**src/rtl/noc_params.sv**
```systemverilog
// Shared NoC link parameters and types for the credit-based transmitter.
// Optional checking in the transmitter is enabled with the CREDIT_CHECK_EN macro.
package noc_params;

  localparam int VC_NUM   = 2;
  localparam int VC_DEPTH = 4;
  localparam int DATA_W   = 16;

  typedef enum logic [1:0] {HEAD, BODY, TAIL, HEADTAIL} flit_label_t;

  typedef enum logic {IDLE, ACTIVE} vc_state_t;

  typedef struct packed {
    flit_label_t       flit_label;
    logic [DATA_W-1:0] data;
  } flit_t;

  // True for labels that open a packet and therefore expect an idle VC.
  function automatic logic is_head(input flit_label_t label);
    return (label == HEAD) || (label == HEADTAIL);
  endfunction

endpackage

```
**src/rtl/credit_counter.sv**
```systemverilog
// Free-slot counter for one downstream VC buffer. Starts full, counts down on
// each flit sent and up on each credit returned, saturating at BUFFER_SIZE.
module credit_counter #(
  parameter int  BUFFER_SIZE = 4,
  localparam int CW          = $clog2(BUFFER_SIZE + 1)
) (
  input  logic          clk,
  input  logic          rst,
  input  logic          dec_i,
  input  logic          inc_i,
  output logic [CW-1:0] credit_o,
  output logic          nonzero_o,
  output logic          full_o,
  output logic          overflow_o
);

  // Simultaneous send and return cancel; a return while already full is dropped.
  always_ff @(posedge clk or posedge rst) begin
    if (rst) begin
      credit_o <= CW'(BUFFER_SIZE);
    end else if (dec_i && !inc_i) begin
      credit_o <= credit_o - CW'(1);
    end else if (inc_i && !dec_i && !full_o) begin
      credit_o <= credit_o + CW'(1);
    end
  end

  assign nonzero_o  = (credit_o != '0);
  assign full_o     = (credit_o == CW'(BUFFER_SIZE));
  assign overflow_o = inc_i && full_o;

endmodule

```
**src/rtl/vc_credit_tx.sv**
```systemverilog
// Credit-based output-port transmitter for one router output link.
// Forwards flits only when the target downstream VC has credit, tracks per-VC
// packet ownership, and reports which downstream VCs are completely free.
// Define CREDIT_CHECK_EN to enable the sticky protocol-error flag on error_o.
module vc_credit_tx
  import noc_params::*;
#(
  parameter int  VC_NUM      = noc_params::VC_NUM,
  parameter int  BUFFER_SIZE = noc_params::VC_DEPTH,
  localparam int VC_ID_W     = (VC_NUM > 1) ? $clog2(VC_NUM) : 1,
  localparam int CW          = $clog2(BUFFER_SIZE + 1)
) (
  input  logic               clk,
  input  logic               rst,
  input  flit_t              flit_i,
  input  logic               valid_i,
  input  logic [VC_ID_W-1:0] vc_id_i,
  output logic               ready_o,
  output flit_t              flit_o,
  output logic               valid_o,
  output logic [VC_ID_W-1:0] vc_id_o,
  input  logic [VC_NUM-1:0]  credit_i,
  output logic [VC_NUM-1:0]  vc_free_o,
  output logic               error_o
);

  logic [VC_NUM-1:0]         send_vc;
  logic [VC_NUM-1:0]         nonzero;
  logic [VC_NUM-1:0]         full;
  logic [VC_NUM-1:0]         credit_overflow;
  logic [VC_NUM-1:0][CW-1:0] credit;
  vc_state_t                 vc_state [VC_NUM];
  logic                      vc_in_range;
  logic                      transfer;

  assign vc_in_range = (32'(vc_id_i) < 32'(VC_NUM));
  assign ready_o     = vc_in_range && nonzero[vc_id_i];
  assign transfer    = valid_i && ready_o;

  for (genvar v = 0; v < VC_NUM; v++) begin : g_vc
    assign send_vc[v]   = transfer && (vc_id_i == VC_ID_W'(v));
    assign vc_free_o[v] = (vc_state[v] == IDLE) && full[v];

    credit_counter #(
      .BUFFER_SIZE(BUFFER_SIZE)
    ) u_credit (
      .clk       (clk),
      .rst       (rst),
      .dec_i     (send_vc[v]),
      .inc_i     (credit_i[v]),
      .credit_o  (credit[v]),
      .nonzero_o (nonzero[v]),
      .full_o    (full[v]),
      .overflow_o(credit_overflow[v])
    );
  end

  // Per-VC ownership: a HEAD claims the VC, a TAIL or HEADTAIL releases it.
  always_ff @(posedge clk or posedge rst) begin
    if (rst) begin
      for (int v = 0; v < VC_NUM; v++) vc_state[v] <= IDLE;
    end else begin
      for (int v = 0; v < VC_NUM; v++) begin
        if (send_vc[v]) begin
          case (flit_i.flit_label)
            HEAD:           vc_state[v] <= ACTIVE;
            TAIL, HEADTAIL: vc_state[v] <= IDLE;
            default:        vc_state[v] <= vc_state[v];
          endcase
        end
      end
    end
  end

  // Link output register: capture accepted flits, hold data between transfers.
  always_ff @(posedge clk or posedge rst) begin
    if (rst) begin
      valid_o <= 1'b0;
      flit_o  <= '0;
      vc_id_o <= '0;
    end else begin
      valid_o <= transfer;
      if (transfer) begin
        flit_o  <= flit_i;
        vc_id_o <= vc_id_i;
      end
    end
  end

  // The raw credit levels are only needed for debug visibility.
  logic unused_credit;
  assign unused_credit = ^credit;

`ifdef CREDIT_CHECK_EN
  logic ownership_violation;
  logic error_event;
  logic error_q;

  // Detect a packet opening on an owned VC or continuing on an unowned one.
  always_comb begin
    ownership_violation = 1'b0;
    for (int v = 0; v < VC_NUM; v++) begin
      if (send_vc[v]) begin
        if (is_head(flit_i.flit_label) == (vc_state[v] == ACTIVE)) begin
          ownership_violation = 1'b1;
        end
      end
    end
  end

  assign error_event = ownership_violation || (|credit_overflow) ||
                       (valid_i && !vc_in_range);

  // Sticky error flag, cleared only by reset.
  always_ff @(posedge clk or posedge rst) begin
    if (rst) begin
      error_q <= 1'b0;
    end else if (error_event) begin
      error_q <= 1'b1;
    end
  end

  // Report each protocol violation as it is observed.
  always @(posedge clk) begin
    if (!rst && error_event) begin
      $error("vc_credit_tx: protocol violation (ownership=%0b overflow=%b vc_id=%0d)",
             ownership_violation, credit_overflow, vc_id_i);
    end
  end

  assign error_o = error_q;
`else
  logic unused_overflow;
  assign unused_overflow = ^credit_overflow;
  assign error_o         = 1'b0;
`endif

endmodule

```
**config.mk**
```make
export PLATFORM = sky130hd
export DESIGN_NAME = vc_credit_tx
export DESIGN_NICKNAME = d
export VERILOG_FILES = /design/src/rtl/noc_params.sv /design/src/rtl/credit_counter.sv /design/src/rtl/vc_credit_tx.sv
export SDC_FILE = /design/constraint.sdc
export NUM_CORES = 1
export LEC_CHECK = 0
export BUFFER_PORTS_ARGS = -buffer_cell sky130_fd_sc_hd__buf_4
export CORE_MARGIN = 3
export CORE_UTILIZATION = 25
export CTS_CLUSTER_DIAMETER = 60
export DETAILED_ROUTE_END_ITERATION = 16
export HOLD_SLACK_MARGIN = 0.06
export SLEW_MARGIN = 20
export SYNTH_ARGS = -nofsm -noshare
export SYNTH_HDL_FRONTEND = slang
export SYNTH_SLANG_ARGS = --single-unit
```
**constraint.sdc**
```tcl
create_clock -name clk -period 2.38 [get_ports clk]
set_input_delay 0.119 -clock clk [delete_from_list [all_inputs] [get_ports clk]]
set_output_delay 0.119 -clock clk [all_outputs]
set_load 0.02 [all_outputs]
```
==> metrics.md, run 1 <==
| Metric | Value |
|---|---|
| Outcome | complete, no violations |
| Total die area | around 6900 um^2 |
| Residual DRC | 0 |
| # rows | 27 |
| Number of global-route vias before repair | about 1200 |
| Fmax | ~460 MHz |
| Unique masters post-synth | 42 |
| Final setup violation count | 0 |
| Worst vdd ir | 0.000489 V |
| Dominant synthesized flop cell | dfrtp_1 |
| Vias | around 1100 |
| Clock tree buffer depth | 2 |
| CTS tree | built |
| Number of antenna violations at the first check in global routing | 0 |
| Pre-CTS WS | between 0.2 and 0.25 ns |
| I/O pins | 48 |
| Net Count, Synth | approximately 150 |
| CTS sink cnt | 28 |
| Min cycle time layout | about 2.2 ns |
| Post-synth EDFFs | 0 |
| Initial DRC count | 51 |
| Fin crit share | 0.912 |
| Reg area | between 700 and 800 um^2 |
| DR WL/cell | roughly 13 um |
| CTS clk-pin slew, worst paths | 0.09 ns |
| Max-cap violations | 0 |
| Multi-input logic area | 673 um^2 |
| Core Box Area | between 5000 and 6000 um^2 |
| Routability cong. | about 0.8 |
| Initial core utilization | 0.263 |
| Worst setup SP type | flop |
| Inst Count DP | 237 |
| Hold path depth | 2 |
| Ys async rst share | 1.00 |
| Min-delay worst type | input port to flop |
| Critical path class | flop to flop |
| Filler Cell Count | ~550 |
| Cell Pwr Density | approximately 1200 nW/um^2 |
| DR pass1 iterations | 4 |
| Internal reg-to-reg setup slack | ~0.21 ns |
| DP HPWL | 2250 um |
| Crit-path max FO | 5 |
| Nets | 198 |
| Final WS setup | around 0.21 ns |
| #FFs+latches synth | 28 |
| WP data required | 2.58 ns |
| Reg-to-Reg Start | g_vc[1].u_credit.credit_o[2] |
| Reg2reg path depth | 7 |
| Die span in y | approximately 83 um |
| Layout Skew | roughly 0.0042 ns |
| Worst R2R End | g_vc[1].u_credit.credit_o[2] |
| Area growth from synthesis to layout | 30.2% |
| Finished Layout Cells | around 240 |
| Setup TNS | 0 ns |
| Crit path DAT | 2.37 ns |
| Share of post-route cells with drive strength above 1 | 0.459 |
| GR Util All Layers | 0.0938 |
| Final Max Slew Viols | 0 |
| Hold Fails Final Rpt | 0 |
| Post-DRT Antenna Nets | 0 |
| Mapped Area | 1490 um^2 |
| Leak | ~0.0009 uW |
| Via-to-Cell Ratio | approximately 4.5 |
| Htree depth | 1 |
| Ys Warns | 0 |
| Largest net degree at the start of global routing | 29 |
| Post_cts resized | 0 |
| Routed wire length | 3100 um |
| Worst-Skew Late Latency | approximately 0.27 ns |
| Crit path capture type | flop |
| Seq/Total Area, Yosys | 0.473 |
| Hold Crit Start | flit_i[11] |
| Syn Area/Cell | 11.9 um^2 |
| Clock Tree Root | clkbuf_8 |
| Diode count | 0 |
| TritonCTS Buffers | 3 |
| Grt ovf | 0 |
| First-pass GRT wire length | 5530 um |
| Hold endpoint | flit_o[11] |
| Mapped Cells | between 100 and 150 |
| I/O Buffers | 46 |
| Die Wd | 83.1 um |
| RSZ-0062 raised after global routing | no |
[flip-flops by register name, summed over array words and instances (netlist names)]
name	cells
vc_state	2
valid_o	1
vc_id_o	1
g_vc.u_credit.credit_o	6
flit_o	18
[cell usage in the layout, fill, tap and decap left out, types with 2 or more instances in the layout]
cell / instances
dlygate4sd3_1: 2
o22ai_1: 2
o21ai_0: 3
mux2_4: 9
o22a_1: 2
inv_1: 10
nor2b_1: 2
nor4b_1: 2
clkbuf_8: 3
dfrtp_1: 26
fa_1: 2
nand2_1: 5
dfstp_2: 2
mux2_2: 9
nand2b_1: 2
a21oi_1: 9
xor2_1: 3
nor2_1: 6
buf_4: 49
nand3b_1: 2
[worst max-delay path, cell delays in order, from the launching register on]
cell,delay [ns]
dfstp_2,0.61
nor3_4,0.08
or3_1,0.37
fa_1,0.41
nor2b_1,0.16
o2111ai_1,0.07
a21oi_1,0.09
a311o_1,0.31
[per-layer routing]
metal	wire length, um	vias up	track usage
met1	1450	525	0.128
met2	1410	33	0.144
li1	-	520	-
met5	0	-	0
met3	230	2	0.0327
met4	4	0	0.0178
[repair_timing]
item / CTS / global route
hold endpoints to repair: 28 / 0
setup buffers: 0 / 0
hold buffers: 2 / 0
[synthesized netlist by cell type, types with 2 or more instances]
library cell / instances / area share
xor2_1: 3 / 0.018
nand3b_1: 2 / 0.010
dfrtp_1: 26 / 0.44
nor4b_1: 2 / 0.012
dfstp_2: 2 / 0.035
o22a_1: 2 / 0.012
o21ai_0: 3 / 0.010
clkbuf_1: 2 / 0.0051
o22ai_1: 2 / 0.0084
mux2_4: 9 / 0.091
inv_1: 10 / 0.025
fa_1: 2 / 0.027
a21oi_1: 9 / 0.030
buf_2: 2 / 0.0067
mux2_2: 9 / 0.068
nand2b_1: 2 / 0.0084
nand2_1: 5 / 0.013
buf_4: 3 / 0.015
nor2b_1: 2 / 0.0084
nor2_1: 6 / 0.015
[cell type report]
cell class,count,share of cell area
inverter,10,0.0194
multi-input combinational,78,0.348
clock buffer,3,0.0214
sequential,28,0.364
tap,72,0.0466
timing repair buffer,51,0.201
[how the worst max path moves through the flow]
stage                                       startpoint                           end  cells past startpoint
after global routing      g_vc[1].u_credit.credit_o[2]  g_vc[1].u_credit.credit_o[2]                      7
final                     g_vc[1].u_credit.credit_o[2]  g_vc[1].u_credit.credit_o[2]                      7
after floorplan           g_vc[1].u_credit.credit_o[2]  g_vc[1].u_credit.credit_o[2]                      7
after CTS                 g_vc[1].u_credit.credit_o[2]  g_vc[1].u_credit.credit_o[2]                      7
after global placement    g_vc[1].u_credit.credit_o[2]  g_vc[1].u_credit.credit_o[2]                      7
after detailed placement  g_vc[1].u_credit.credit_o[2]  g_vc[1].u_credit.credit_o[2]                      7
[logic make-up after synthesis]
group / after synthesis / synth area share
xor+xnor: 4 / 0.0236
simple gates: 28 / 0.124
compound gates: 25 / 0.117
fa+ha+maj: 2 / 0.0270
other cells: 1 / 0.00252
flops: 28 / 0.473
mux: 18 / 0.159
buf+inv: 19 / 0.0733
[stage by stage]
step / utilization / instance area (um^2) / hold slack, ns / total power [uW]
global placement: 0.332 / 1870 / 0.223 / 2070
global route: 0.343 / 1930 / 0.0618 / 2510
finish: 0.343 / 1930 / 0.0711 / 2320
detailed placement: 0.332 / 1870 / 0.222 / 2080
CTS: 0.343 / 1930 / 0.0626 / 2360
floorplan: - / 1490 / 0.183 / 1690
[where the power goes]
part | internal [uW] | leakage (uW) | switching, uW
logic | 592 | 0.000535 | 585
registers | 699 | 0.000329 | 187
clock network | 114 | 0.0000216 | 144
(Power assumes the default switching activity.)
==> inputs of run 2 (changes only) <==
Settings changed: CORE_UTILIZATION 25 to 40, PLACE_DENSITY from default to 0.65.
==> run 2 against run 1 <==
Clock skew increased by 0.0020 ns. Final area decreased by 1.5%. Register-to-register slack about the same. Flip-flop and latch count unchanged. Critical endpoint unchanged. Largest cell class unchanged. Highest routed layer unchanged.
==> metrics.md, run 2 (synthesis gave the netlist of run 1 again) <==
| Metric | Value |
|---|---|
| Outcome | complete, no violations |
| Post_cts resized | 0 (unchanged) |
| Critical path's largest stage delay | 0.61 ns (about the same) |
| Routability cong. | 0.865 (+8.2%) |
| Area after DPL | 1840 um^2 (-1.7%) |
| Crit-path max FO | 5 (unchanged) |
| Clock tree buffer depth | 2 (unchanged) |
| Worst-Skew Late Latency | 0.27 ns (about the same) |
| Die Wd | 66.9 um (-19%) |
| Cell Pwr Density | 1220 nW/um^2 (+1.3%) |
| Layout Skew | 0.00626 ns (+0.00204 ns) |
| Via-to-Cell Ratio | 4.93 (+10%) |
| TritonCTS Buffers | 3 (unchanged) |
| DR pass1 iterations | 6 (+2) |
| CTS tree | built |
| Setup Buffers After CTS | 0 (unchanged) |
| Filler Cell Count | 295 (-46%) |
| Largest register FFs | 18 (unchanged) |
| RSZ-0062 raised after global routing | no |
| Min-delay worst type | input port to flop |
| Worst-path cell chain | nor3_4 -> or3_1 -> fa_1 -> nor2b_1 -> o2111ai_1 -> a21oi_1 -> a311o_1 |
| Biggest register | flit_o |
| Share of post-route cells with drive strength above 1 | 0.456 (-0.00268) |
| Max-cap violations | 0 (unchanged) |
| Leak | 0.000887 uW (+0.13%) |
| Final Max Slew Viols | 0 (unchanged) |
| Number of global-route vias before repair | 1083 (-6.6%) |
| CTS Hold Bufs | 2 (unchanged) |
| Nets | 198 (unchanged) |
| Largest net degree at the start of global routing | 29 (unchanged) |
| GR Util All Layers | 0.141 (+0.0472) |
| Met2 usage | 0.235 (+0.0908) |
| Grt peak-use layer | met2 |
| Residual DRC | 0 (unchanged) |
| Diode count | 0 (unchanged) |
| Number of antenna violations at the first check in global routing | 0 (unchanged) |
| Hold slack | 0.0713 ns (+0.000190 ns) |
| Hold Fails Final Rpt | 0 (unchanged) |
| Final setup violation count | 0 (unchanged) |
| CTS clk-pin slew, worst paths | 0.09 ns (about the same) |
| Fin crit share | 0.908 (-0.00398) |
| I/O pins | 48 (unchanged) |
| Top Registers | flit_o: 18 flops, g_vc.u_credit.credit_o: 6 flops, vc_state: 2 flops |
| Vias | 1070 (-0.93%) |
| Core Box Area | 3440 um^2 (-39%) |
| Total Power | 2310 uW (-0.26%) |
| Worst setup SP type | flop |
| Routed wire length | 2780 um (-10%) |
| Total die area | 4480 um^2 (-35%) |
| First-pass GRT wire length | 4820 um (-13%) |
| Clock Tree Root | clkbuf_8 |
| DP HPWL | 2110 um (-6.3%) |
| Setup TNS | 0 ns (unchanged) |
| Post-Layout Inst Area | 1900 um^2 (-1.5%) |
| Sw Ratio | 0.391 (-0.00378) |
| Grt ovf | 0 (unchanged) |
| Crit path buffers/inverters | 0 (unchanged) |
| WP data required | 2.58 ns (about the same) |
| Met1 usage | 0.177 (+0.0484) |
| Reg power frac | 0.382 (about the same) |
| Min cycle time layout | 2.16 ns (-0.00947 ns) |
| NetSw | 905 uW (-1.2%) |
| Die span in y | 66.9 um (-19%) |
| CP max stage cell | dfstp_2 |
| Clk pwr share | 0.111 (about the same) |
| Area growth from synthesis to layout | 28.2% |
| Critical path class | flop to flop |
| Pint | 1410 uW (+0.37%) |
| Initial core utilization | 0.431 (+0.168) |
| Commonest non-fill, non-tap cell in the layout | buf_4 |
| Fmax | 463 MHz (+0.44%) |
| Grt met3 use | 0.0371 (+0.00436) |
| Cell family contributing the most delay on the critical path | flip-flops |
| Crit path DAT | 2.37 ns (about the same) |
| Gate power share | 0.507 (about the same) |
| Initial DRC count | 71 (+39%) |
| Post-DRT Antenna Nets | 0 (unchanged) |
| # rows | 21 (-22%) |
| Crit path capture type | flop |
| Most frequent cells in the layout | 49 x buf_4, 26 x dfrtp_1, 10 x inv_1 |
| DR WL/cell | 12.8 um (+0.25%) |
| Worst vdd ir | 0.000589 V (+20%) |
| CTS sink cnt | 28 (unchanged) |
| Htree depth | 1 (unchanged) |
| I/O Buffers | 46 (unchanged) |
[run 2: per-stage QoR]
| stage | std cells | setup slack (ns) | util |
|---|---|---|---|
| 5_1_grt | 217 | 0.134 | 0.553 |
| 3_3_place_gp | 211 | 0.293 | 0.534 |
| 4_1_cts | 217 | 0.212 | 0.553 |
| 2_1_floorplan | 125 | 0.321 | - |
| 6_report | 217 | 0.218 | 0.553 |
| 3_5_place_dp | 211 | 0.227 | 0.534 |
[run 2: per-layer routing]
metal	vias up	part of all wire
met5	-	0
met3	4	0.072
met2	40	0.47
met1	501	0.44
li1	525	-
met4	0	0.012
[run 2: layout make-up]
type | count | area (um^2) | share of cell area
clock buffer | 4 | 45.0 | 0.0237
timing repair buffer | 51 | 388 | 0.204
sequential | 28 | 703 | 0.369
tap | 46 | 57.6 | 0.0302
multi-input combinational | 78 | 673 | 0.353
inverter | 10 | 37.5 | 0.0197
[run 2: power groups by stage]
| stage | Sequential [uW] | Combinational (uW) | Clock [uW] |
|---|---|---|---|
| 6_report | 883 | 1170 | 258 |
| 5_1_grt | 919 | 1280 | 286 |
| 4_1_cts | 884 | 1190 | 271 |
| 3_5_place_dp | 889 | 1190 | 0 |
| 3_3_place_gp | 882 | 1160 | 0 |
| 2_1_floorplan | 1020 | 670 | 0 |
[run 2: path summary, 6_finish.rpt]
kind	start	to	slack (ns)	cells after the start
setup / recovery	g_vc[1].u_credit.credit_o[2]	g_vc[1].u_credit.credit_o[2]	0.22	7
hold / removal	flit_i[3]	flit_o[3]	0.07	2
setup reg to reg	g_vc[1].u_credit.credit_o[2]	g_vc[1].u_credit.credit_o[2]	0.22	7
hold reg to reg	flit_o[16]	flit_o[16]	0.51	1
max in group asynchronous	rst	g_vc[0].u_credit.credit_o[2]	1.62	4
min in group asynchronous	rst	vc_id_o	0.46	4
==> inputs of run 3 (changes only) <==
Settings changed: ABC_AREA from default to 1, PLACE_DENSITY 0.65 to 0.67.
==> run 3 against run 2 <==
Flip-flop and latch count is the same. Critical path type unchanged. Largest cell class unchanged. Largest power group unchanged. Sequential power shrank 10%. Sequential share of layout area shrank 0.62 points. Highest routed layer unchanged.
==> metrics.md, run 3 <==
| Metric | Value |
|---|---|
| Outcome | complete, no violations |
| Synth top area share | 0.499 (+0.0605) |
| Critical path's largest stage delay | 0.58 ns (-0.03 ns) |
| Min-delay worst type | input port to flop |
| Area growth from synthesis to layout | 48.4% |
| Leak | 0.00106 uW (+19%) |
| Total Power | 2020 uW (-13%) |
| Worst vdd ir | 0.000608 V (+3.2%) |
| Routed wire length | 2980 um (+7.0%) |
| CTS clk-pin slew, worst paths | 0.14 ns (+0.05 ns) |
| Largest register FFs | 18 (unchanged) |
| Ranking of synthesized cells by area | dfrtp_1 50%, nand2_1 20%, dfstp_2 4.0% |
| Setup TNS | 0 ns (unchanged) |
| Min cycle time layout | 2.09 ns (-0.0675 ns) |
| Post-Layout Inst Area | 1940 um^2 (+1.7%) |
| Worst setup SP type | flop |
| Fmax | 477 MHz (+3.2%) |
| Reg area | 703 um^2 (unchanged) |
| Crit path buffers/inverters | 1 (+1) |
| Biggest register | flit_o |
| Crit-path max FO | 22 (+17) |
| Largest net degree at the start of global routing | 29 (unchanged) |
| Unique masters post-synth | 23 (-45%) |
| Dominant synthesized flop cell | dfrtp_1 |
| Diode count | 0 (unchanged) |
| Hold path depth | 3 (+1) |
| Filler Cell Count | 273 (-7.5%) |
| First-pass GRT wire length | 5020 um (+4.1%) |
| Routability cong. | 0.860 (-0.57%) |
| Mapped Cells | 155 (+24%) |
| Initial DRC count | 59 (-17%) |
| Residual DRC | 0 (unchanged) |
| Syn Area/Cell | 8.42 um^2 (-29%) |
| Post-synth EDFFs | 0 (unchanged) |
| Hold Fails Final Rpt | 0 (unchanged) |
| Vias | 1188 (+11%) |
| Multi-input logic area | 509 um^2 (-24%) |
| DP HPWL | 2100 um (-0.61%) |
| I/O Buffers | 46 (unchanged) |
| CTS sink cnt | 28 (unchanged) |
| DR pass1 iterations | 4 (-2) |
| Finished Layout Cells | 266 (+23%) |
| CTS tree | built |
| Post_cts resized | 0 (unchanged) |
| TritonCTS Buffers | 3 (unchanged) |
| Htree depth | 1 (unchanged) |
| Stages on worst setup path | 10 (+3) |
| RSZ-0062 raised after global routing | no |
| Max-cap violations | 0 (unchanged) |
| CP max stage cell | dfstp_2 |
| Number of antenna violations at the first check in global routing | 0 (unchanged) |
| Worst-Skew Late Latency | 0.32 ns (+0.05 ns) |
| Worst-path cell chain | nor2_1 -> nand2_2 -> nand3_4 -> nor2_4 -> nand2_2 -> fa_1 -> inv_1 -> nand3_1 -> nand3_1 -> nand2_1 |
| Critical path class | flop to flop |
| Die Wd | 63.1 um (-5.7%) |
| WP data required | 2.65 ns (+0.07 ns) |
| Cell family contributing the most delay on the critical path | simple AND/OR/NAND/NOR gates |
| Die span in y | 63.1 um (-5.7%) |
| Number of global-route vias before repair | 1172 (+8.2%) |
| Top Registers | flit_o: 18 flops, g_vc.u_credit.credit_o: 6 flops, vc_state: 2 flops |
| Fin crit share | 0.880 (-0.0284) |
| Ys Warns | 0 (unchanged) |
| Share of post-route cells with drive strength above 1 | 0.288 (-0.168) |
| DR WL/cell | 11.2 um (-13%) |
| Cell Pwr Density | 1040 nW/um^2 (-14%) |
| Count leader, synth | nand2_1 |
| Crit path capture type | flop |
| Cell taking the most area after synthesis | dfrtp_1 |
| Net Count, Synth | 181 (+20%) |
| Grt ovf | 0 (unchanged) |
| Final setup violation count | 0 (unchanged) |
| I/O pins | 48 (unchanged) |
| Crit path DAT | 2.36 ns (about the same) |
| Total die area | 3980 um^2 (-11%) |
| Via-to-Cell Ratio | 4.47 (-9.4%) |
| Most frequent cells in the layout | 68 x nand2_1, 47 x buf_4, 26 x dfrtp_1 |
| Initial core utilization | 0.424 (-0.00750) |
| Reg2reg path depth | 10 (+3) |
| Clock Tree Root | clkbuf_4 |
| Layout Skew | 0.00157 ns (-0.00469 ns) |
| GR Util All Layers | 0.155 (+0.0138) |
| Synth cell count leaders | 68 x nand2_1, 26 x dfrtp_1, 14 x inv_1 |
| Ys async rst share | 1.00 (unchanged) |
| Mapped Area | 1310 um^2 (-12%) |
| Clock tree buffer depth | 2 (unchanged) |
| # rows | 20 (-4.8%) |
| Seq/Total Area, Yosys | 0.539 (+0.0654) |
| Inst Count DP | 242 (+15%) |
| Nets | 249 (+26%) |
| Area after DPL | 1680 um^2 (-8.4%) |
| Commonest non-fill, non-tap cell in the layout | nand2_1 |
| #FFs+latches synth | 28 (unchanged) |
| Post-DRT Antenna Nets | 0 (unchanged) |
| Core Box Area | 3080 um^2 (-11%) |
| Final Max Slew Viols | 0 (unchanged) |
-- run 3: final timing paths --
| kind | startpoint | slack [ns] | to |
|---|---|---|---|
| worst min-delay path | flit_i[16] | 0.1 | flit_o[16] |
| min in group asynchronous | rst | 0.39 | flit_o[0] |
| max in group asynchronous | rst | 1.69 | g_vc[1].u_credit.credit_o[2] |
| worst max-delay path | g_vc[0].u_credit.credit_o[2] | 0.29 | g_vc[1].u_credit.credit_o[2] |
| worst max register to register | g_vc[0].u_credit.credit_o[2] | 0.29 | g_vc[1].u_credit.credit_o[2] |
| worst min register to register | vc_id_o | 0.49 | vc_id_o |
-- run 3: power breakdown --
| part | switching (uW) | leakage (uW) | internal [uW] |
|---|---|---|---|
| clock | 132 | 0.0000279 | 170 |
| combinational | 543 | 0.000696 | 385 |
| sequential | 121 | 0.000336 | 670 |
| total | 796 | 0.00106 | 1230 |
-- run 3: area by class of cell --
cell class,instances,share of cell area
clock inverters,1,0.0155
flip-flops and latches,28,0.363
well taps,44,0.0284
multi-input cells,106,0.263
repair buffers,67,0.286
inverters,17,0.0329
clock buffers,3,0.0116
-- run 3: what timing repair did --
item | 4_1_cts | 5_1_grt
hold endpoints to repair | 46 | 0
hold buffers | 20 | 0
buffers inserted | 0 | 0
-- run 3: through the flow --
step,hold WS [ns],util,setup WS [ns]
6_report,0.0969,0.629,0.286
3_3_place_gp,0.208,0.547,0.393
2_1_floorplan,0.183,-,0.668
4_1_cts,0.0886,0.629,0.285
3_5_place_dp,0.213,0.547,0.317
5_1_grt,0.0827,0.629,0.138
-- run 3: cell families (layout without fill, tap and decap cells) --
logic type | count (synthesis) | in the layout | synth area share
buffers and inverters | 21 | 88 | 0.0710
DFF | 28 | 28 | 0.539
xor gates and xnor gates | 1 | 1 | 0.00671
and+or+nand+nor | 95 | 95 | 0.318
other | 1 | 1 | 0.00287
AOI/OAI and AO/OA | 7 | 7 | 0.0316
adders and majority gates | 2 | 2 | 0.0307
-- run 3: metal layers --
metal / wire length [um] / GRT usage / share of wire / vias to the layer above
met5: 0 / 0 / 0 / -
met4: 14 / 0.0413 / 0.0047 / 0
met1: 1320 / 0.193 / 0.44 / 542
met2: 1480 / 0.271 / 0.50 / 40
li1: - / - / - / 604
met3: 164 / 0.0321 / 0.055 / 2
-- run 3: tightest hold or removal path, cell delays in order --
cell     delay, ns
buf_4         0.12
inv_1         0.07
o21ai_0       0.08
